### config.mk
export PLATFORM = sky130hd
export DESIGN_NAME = clk_gen_tune_ctrl
export DESIGN_NICKNAME = d
export VERILOG_FILES = /design/src/rtl/clk_gen_tune_ctrl.sv
export SDC_FILE = /design/constraint.sdc
export NUM_CORES = 1
export LEC_CHECK = 0
export CAP_MARGIN = 20
export CORE_ASPECT_RATIO = 1.2
export CORE_MARGIN = 8
export CORE_UTILIZATION = 61
export DETAILED_ROUTE_END_ITERATION = 12
export GPL_ROUTABILITY_DRIVEN = 0
export PLACE_DENSITY_LB_ADDON = 0.1
export SYNTH_ARGS = -nofsm -noshare
export SYNTH_HDL_FRONTEND = slang
export SYNTH_SLANG_ARGS = --single-unit
export TNS_END_PERCENT = 1
### constraint.sdc
create_clock -name clk_in -period 5.6 [get_ports clk_in]
set_input_delay 1.12 -clock clk_in [delete_from_list [all_inputs] [get_ports clk_in]]
set_output_delay 1.12 -clock clk_in [all_outputs]
set_load 0.01 [all_outputs]
### src/rtl/clk_gen_tune_ctrl.sv
// Successive-approximation trim of a tunable clock generator: each trial code is
// settled, the oscillator edges are counted over a window, and the trial bit is kept or dropped.
module clk_gen_tune_ctrl #(
   parameter int CODE_W = 5,
   parameter int CNT_W  = 16,
   parameter int SETTLE = 8
) (
   input  logic              clk_in,
   input  logic              reset_in,
   input  logic              start_in,
   input  logic              abort_in,
   input  logic [CNT_W-1:0]  target_in,
   input  logic [CNT_W-1:0]  window_in,
   input  logic              osc_edge_in,
   output logic [CODE_W-1:0] tune_code_out,
   output logic              busy_out,
   output logic              done_out,
   output logic [CNT_W-1:0]  last_count_out
);

   localparam int IDX_W = (CODE_W > 1) ? $clog2(CODE_W) : 1;
   localparam int TMR_W = (CNT_W > 8) ? CNT_W : 8;

   typedef enum logic [2:0] {
      ST_IDLE,
      ST_SETTLE,
      ST_MEASURE,
      ST_DECIDE,
      ST_DONE
   } state_t;

   state_t             state_q, state_d;
   logic [CODE_W-1:0]  code_q, code_d;
   logic [IDX_W-1:0]   idx_q, idx_d;
   logic [TMR_W-1:0]   tmr_q, tmr_d;
   logic [CNT_W-1:0]   edge_q, edge_d;
   logic [CNT_W-1:0]   last_q, last_d;
   logic [CNT_W-1:0]   target_q, target_d;
   logic [CNT_W-1:0]   win_q, win_d;

   logic [TMR_W-1:0]   win_last;
   logic [IDX_W-1:0]   idx_m1;

   // A zero-length window is stretched to a single measurement cycle.
   assign win_last = (win_q == '0) ? '0 : TMR_W'(win_q - 1'b1);
   assign idx_m1   = idx_q - 1'b1;

   always_comb begin
      state_d  = state_q;
      code_d   = code_q;
      idx_d    = idx_q;
      tmr_d    = tmr_q;
      edge_d   = edge_q;
      last_d   = last_q;
      target_d = target_q;
      win_d    = win_q;

      if (abort_in && state_q != ST_IDLE) begin
         state_d = ST_IDLE;
      end else begin
         case (state_q)
            ST_IDLE: begin
               if (start_in && !abort_in) begin
                  target_d           = target_in;
                  win_d              = window_in;
                  code_d             = '0;
                  code_d[CODE_W-1]   = 1'b1;
                  idx_d              = IDX_W'(CODE_W - 1);
                  tmr_d              = '0;
                  state_d            = ST_SETTLE;
               end
            end
            ST_SETTLE: begin
               if (tmr_q == TMR_W'(SETTLE - 1)) begin
                  tmr_d   = '0;
                  edge_d  = '0;
                  state_d = ST_MEASURE;
               end else begin
                  tmr_d = tmr_q + 1'b1;
               end
            end
            ST_MEASURE: begin
               if (osc_edge_in && edge_q != {CNT_W{1'b1}}) edge_d = edge_q + 1'b1;
               if (tmr_q == win_last) begin
                  tmr_d   = '0;
                  state_d = ST_DECIDE;
               end else begin
                  tmr_d = tmr_q + 1'b1;
               end
            end
            ST_DECIDE: begin
               last_d = edge_q;
               // Still too fast only when strictly above target; equality drops the bit.
               if (!(edge_q > target_q)) code_d[idx_q] = 1'b0;
               if (idx_q != '0) begin
                  code_d[idx_m1] = 1'b1;
                  idx_d          = idx_m1;
                  state_d        = ST_SETTLE;
               end else begin
                  state_d = ST_DONE;
               end
            end
            ST_DONE: begin
               state_d = ST_IDLE;
            end
            default: begin
               state_d = ST_IDLE;
            end
         endcase
      end
   end

   always_ff @(posedge clk_in) begin
      if (reset_in) begin
         state_q  <= ST_IDLE;
         code_q   <= '0;
         idx_q    <= IDX_W'(CODE_W - 1);
         tmr_q    <= '0;
         edge_q   <= '0;
         last_q   <= '0;
         target_q <= '0;
         win_q    <= '0;
      end else begin
         state_q  <= state_d;
         code_q   <= code_d;
         idx_q    <= idx_d;
         tmr_q    <= tmr_d;
         edge_q   <= edge_d;
         last_q   <= last_d;
         target_q <= target_d;
         win_q    <= win_d;
      end
   end

   assign tune_code_out  = code_q;
   assign last_count_out = last_q;
   assign busy_out       = (state_q != ST_IDLE);
   assign done_out       = (state_q == ST_DONE);

endmodule

==> load_flow_metrics.sql <==
INSERT INTO impl_metrics (metric_group, metric, value, unit) VALUES
('sta', 'rsz0062_at_grt', 'false', ''),
('clocking', 'ctsHoldBuffers', '0', ''),
('clocking', 'clk_transition_reported_paths', '0.09', 'ns'),
('worst_setup_path', 'critPathRequiredTime', '5.86', 'ns'),
('worst_setup_path', 'worst_path_max_delay_cell', 'sky130_fd_sc_hd__a211oi_2', ''),
('yosys', 'synth.avg_cell_area', '7.69', 'µm²'),
('clocking', 'tritoncts', 'done', ''),
('die', 'die_w', '100', 'µm'),
('place', 'placement.io_buffers', '59', ''),
('yosys', 'synth_largest_area_cell', 'sky130_fd_sc_hd__dfxtp_1', ''),
('place', 'post_dp_cell_area', '0.00577', 'mm²'),
('sta', 'setup-tns-final', '0', 'ns'),
('clocking', 'clock_latency', '0.36', 'ns'),
('drt', 'firstDrtPassIters', '5', ''),
('sta', 'finalWorstSetupSlack', '1.92', 'ns'),
('yosys', 'yosys_register_bits', '91', ''),
('yosys', 'ys.warnings.count', '0', ''),
('sta', 'maxSlewHeadroom', '29.8', '%'),
('sta', 'final-hold-violation-count', '0', ''),
('finish', 'diodes', '0', ''),
('place', 'dp.final_hpwl', '9.74', 'mm'),
('yosys', 'synth.top_cells.by_area', 'sky130_fd_sc_hd__dfxtp_1 (35%), sky130_fd_sc_hd__nand2_1 (10%), sky130_fd_sc_hd__a21oi_1 (6.9%)', ''),
('die', 'rows', '37', ''),
('pwr', 'pwr_density_cell', '225', 'mW/mm²'),
('yosys', 'number_of_enable_flip_flop_cells_after_synthesis', '0', ''),
('sta', 'setup-violations-final', '0', ''),
('drt', 'routed_wirelength', '12.8', 'mm'),
('drt', 'drt-wirelength-per-cell', '15.6', 'µm'),
('worst_setup_path', 'crit_path_end_kind', 'flip-flop', ''),
('place', 'dpl.cell_count', '811', ''),
('pwr', 'power.leakage', '2.11', 'nW'),
('yosys', 'ys_async_sr_fraction', '0', '%'),
('die', 'floorplan.core_area', '0.00843', 'mm²'),
('status', 'status', 'finished, final reports clean', ''),
('finish', 'finish.net_count', '763', ''),
('run', 'timing.max_cap.violations', '0', ''),
('finish', 'combined_area_of_the_multi_input_logic_cells', '0.00308', 'mm²'),
('sta', 'clock-skew-final', '0.0131', 'ns'),
('die', 'vertical_die_dimension', '117', 'µm'),
('finish', 'area_delta_synth_final', '14.5', '%'),
('finish', 'final_design_area_no_fill', '0.00596', 'mm²'),
('drt', 'antenna_left', '0', ''),
('drt', 'detailedRoute.firstIterationViolations', '319', ''),
('yosys', 'syn_nets', '734', ''),
('yosys', 'synth-seq-area-share', '35.0', '%'),
('place', 'detailedPlace.worstSlack', '1.97', 'ns'),
('die', 'start_util', '61.7', '%'),
('drt', 'drc_errors', '0', ''),
('hold_path', 'class_of_the_most_critical_hold_timing_path', 'flip-flop to flip-flop', ''),
('yosys', 'netlist_area', '0.00520', 'mm²'),
('pwr', 'design_power_total', '1.34', 'mW'),
('clocking', 'cts_root_buffer', 'sky130_fd_sc_hd__clkbuf_8', ''),
('sta', 'finalCritPeriodShare', '65.6', '%'),
('drt', 'dr_total_vias', '4872', ''),
('grt', 'grt_max_degree', '64', ''),
('yosys', 'synthCells', '676', ''),
('grt', 'global_route_wire_length_before_repair', '21.4', 'mm'),
('clocking', 'cts_resized', '0', ''),
('yosys', 'post-synth-top-area-fraction', '35.0', '%'),
('grt', 'grt_util_all_layers', '22.6', '%'),
('worst_setup_path', 'worst_setup_path_start_kind', 'flip-flop', ''),
('pwr', 'vdd_ir_drop_max', '0.187', 'mV'),
('worst_setup_path', 'cp_data_arrival_time', '3.93', 'ns'),
('finish', 'layout.area.seq', '0.00182', 'mm²'),
('yosys', 'yosysUniqueCellTypes', '69', ''),
('yosys', 'postSynth.topFlopCell', 'sky130_fd_sc_hd__dfxtp_1', ''),
('finish', 'cell_count_final_fillers_out', '825', ''),
('clocking', 'cts.htree.levels', '3', ''),
('finish', 'final_standard_cell_utilization_of_the_core', '70.7', '%'),
('clocking', 'cts-root-to-sink-buffers', '2', ''),
('sta', 'worst_slew_pin_slew', '1.05', 'ns');
==> cell type report <==
class,instances,share of cell area [%]
inverter,29,1.83
tap,117,2.46
clock buffer,12,2.44
sequential,91,30.6
timing repair buffer,63,10.3
clock inverter,2,0.630
multi-input combinational,511,51.7
==> placed cells by master, fill, tap and decap left out, types with 11 or more instances in the layout <==
cell                                n
sky130_fd_sc_hd__a21o_1            13
sky130_fd_sc_hd__a21oi_1           72
sky130_fd_sc_hd__clkdlybuf4s50_1   58
sky130_fd_sc_hd__dfxtp_1           91
sky130_fd_sc_hd__ha_1              21
sky130_fd_sc_hd__inv_1             29
sky130_fd_sc_hd__nand2_1          143
sky130_fd_sc_hd__nand3_1           23
sky130_fd_sc_hd__nand4_1           13
sky130_fd_sc_hd__nor2_1            46
sky130_fd_sc_hd__nor3_1            17
sky130_fd_sc_hd__xnor2_1           11
sky130_fd_sc_hd__xor2_1            12
==> registers in the layout, indices dropped and copies added (netlist names) <==
register	cells
edge_q	16
last_count_out	16
target_q	16
tmr_q	16
win_q	16
tune_code_out	5
idx_q	3
state_q	3
==> power by group <==
| group | switching (mW) | leakage (nW) | internal, mW |
|---|---|---|---|
| combinational | 0.131 | 1.28 | 0.104 |
| sequential | 0.0184 | 0.737 | 0.660 |
| clock | 0.215 | 0.0885 | 0.214 |
| total | 0.364 | 2.11 | 0.978 |
==> path summary, 6_finish.rpt <==
kind                 from           end  slack, ns  cells after the start
max              win_q[0]      tmr_q[6]       1.92                     11
min          target_q[12]  target_q[12]       0.46                      2
max reg2reg      win_q[0]      tmr_q[6]       1.92                     11
min reg2reg  target_q[12]  target_q[12]       0.46                      2
==> per-layer routing <==
metal / track usage [%] / share of wire [%] / vias up
li1: - / - / 2416
met3: 4.20 / 4.0 / 41
met4: 13.3 / 3.8 / 0
met5: 0 / 0 / -
met1: 23.6 / 39 / 2283
met2: 41.6 / 53 / 132
==> worst max-delay path: cells and delay by family, from the launching register on <==
family | cells | cell delay, ns
and+or+nand+nor | 7 | 1.72
AOI/OAI and AO/OA | 2 | 1.11
DFF | 1 | 0.42
adders and majority gates | 1 | 0.24
buffers and inverters | 1 | 0.09
==> logic make-up (layout without fill, tap and decap cells) <==
family | count (synthesis) | after routing | synth area share, %
AOI/OAI and AO/OA | 146 | 146 | 19.3
xor gates and xnor gates | 23 | 23 | 3.87
adders and majority gates | 21 | 21 | 5.05
buffers and inverters | 74 | 106 | 5.82
DFF | 91 | 91 | 35.0
muxes | 4 | 4 | 0.770
and+or+nand+nor | 317 | 317 | 30.2
Power figures use the tool's default switching activity.
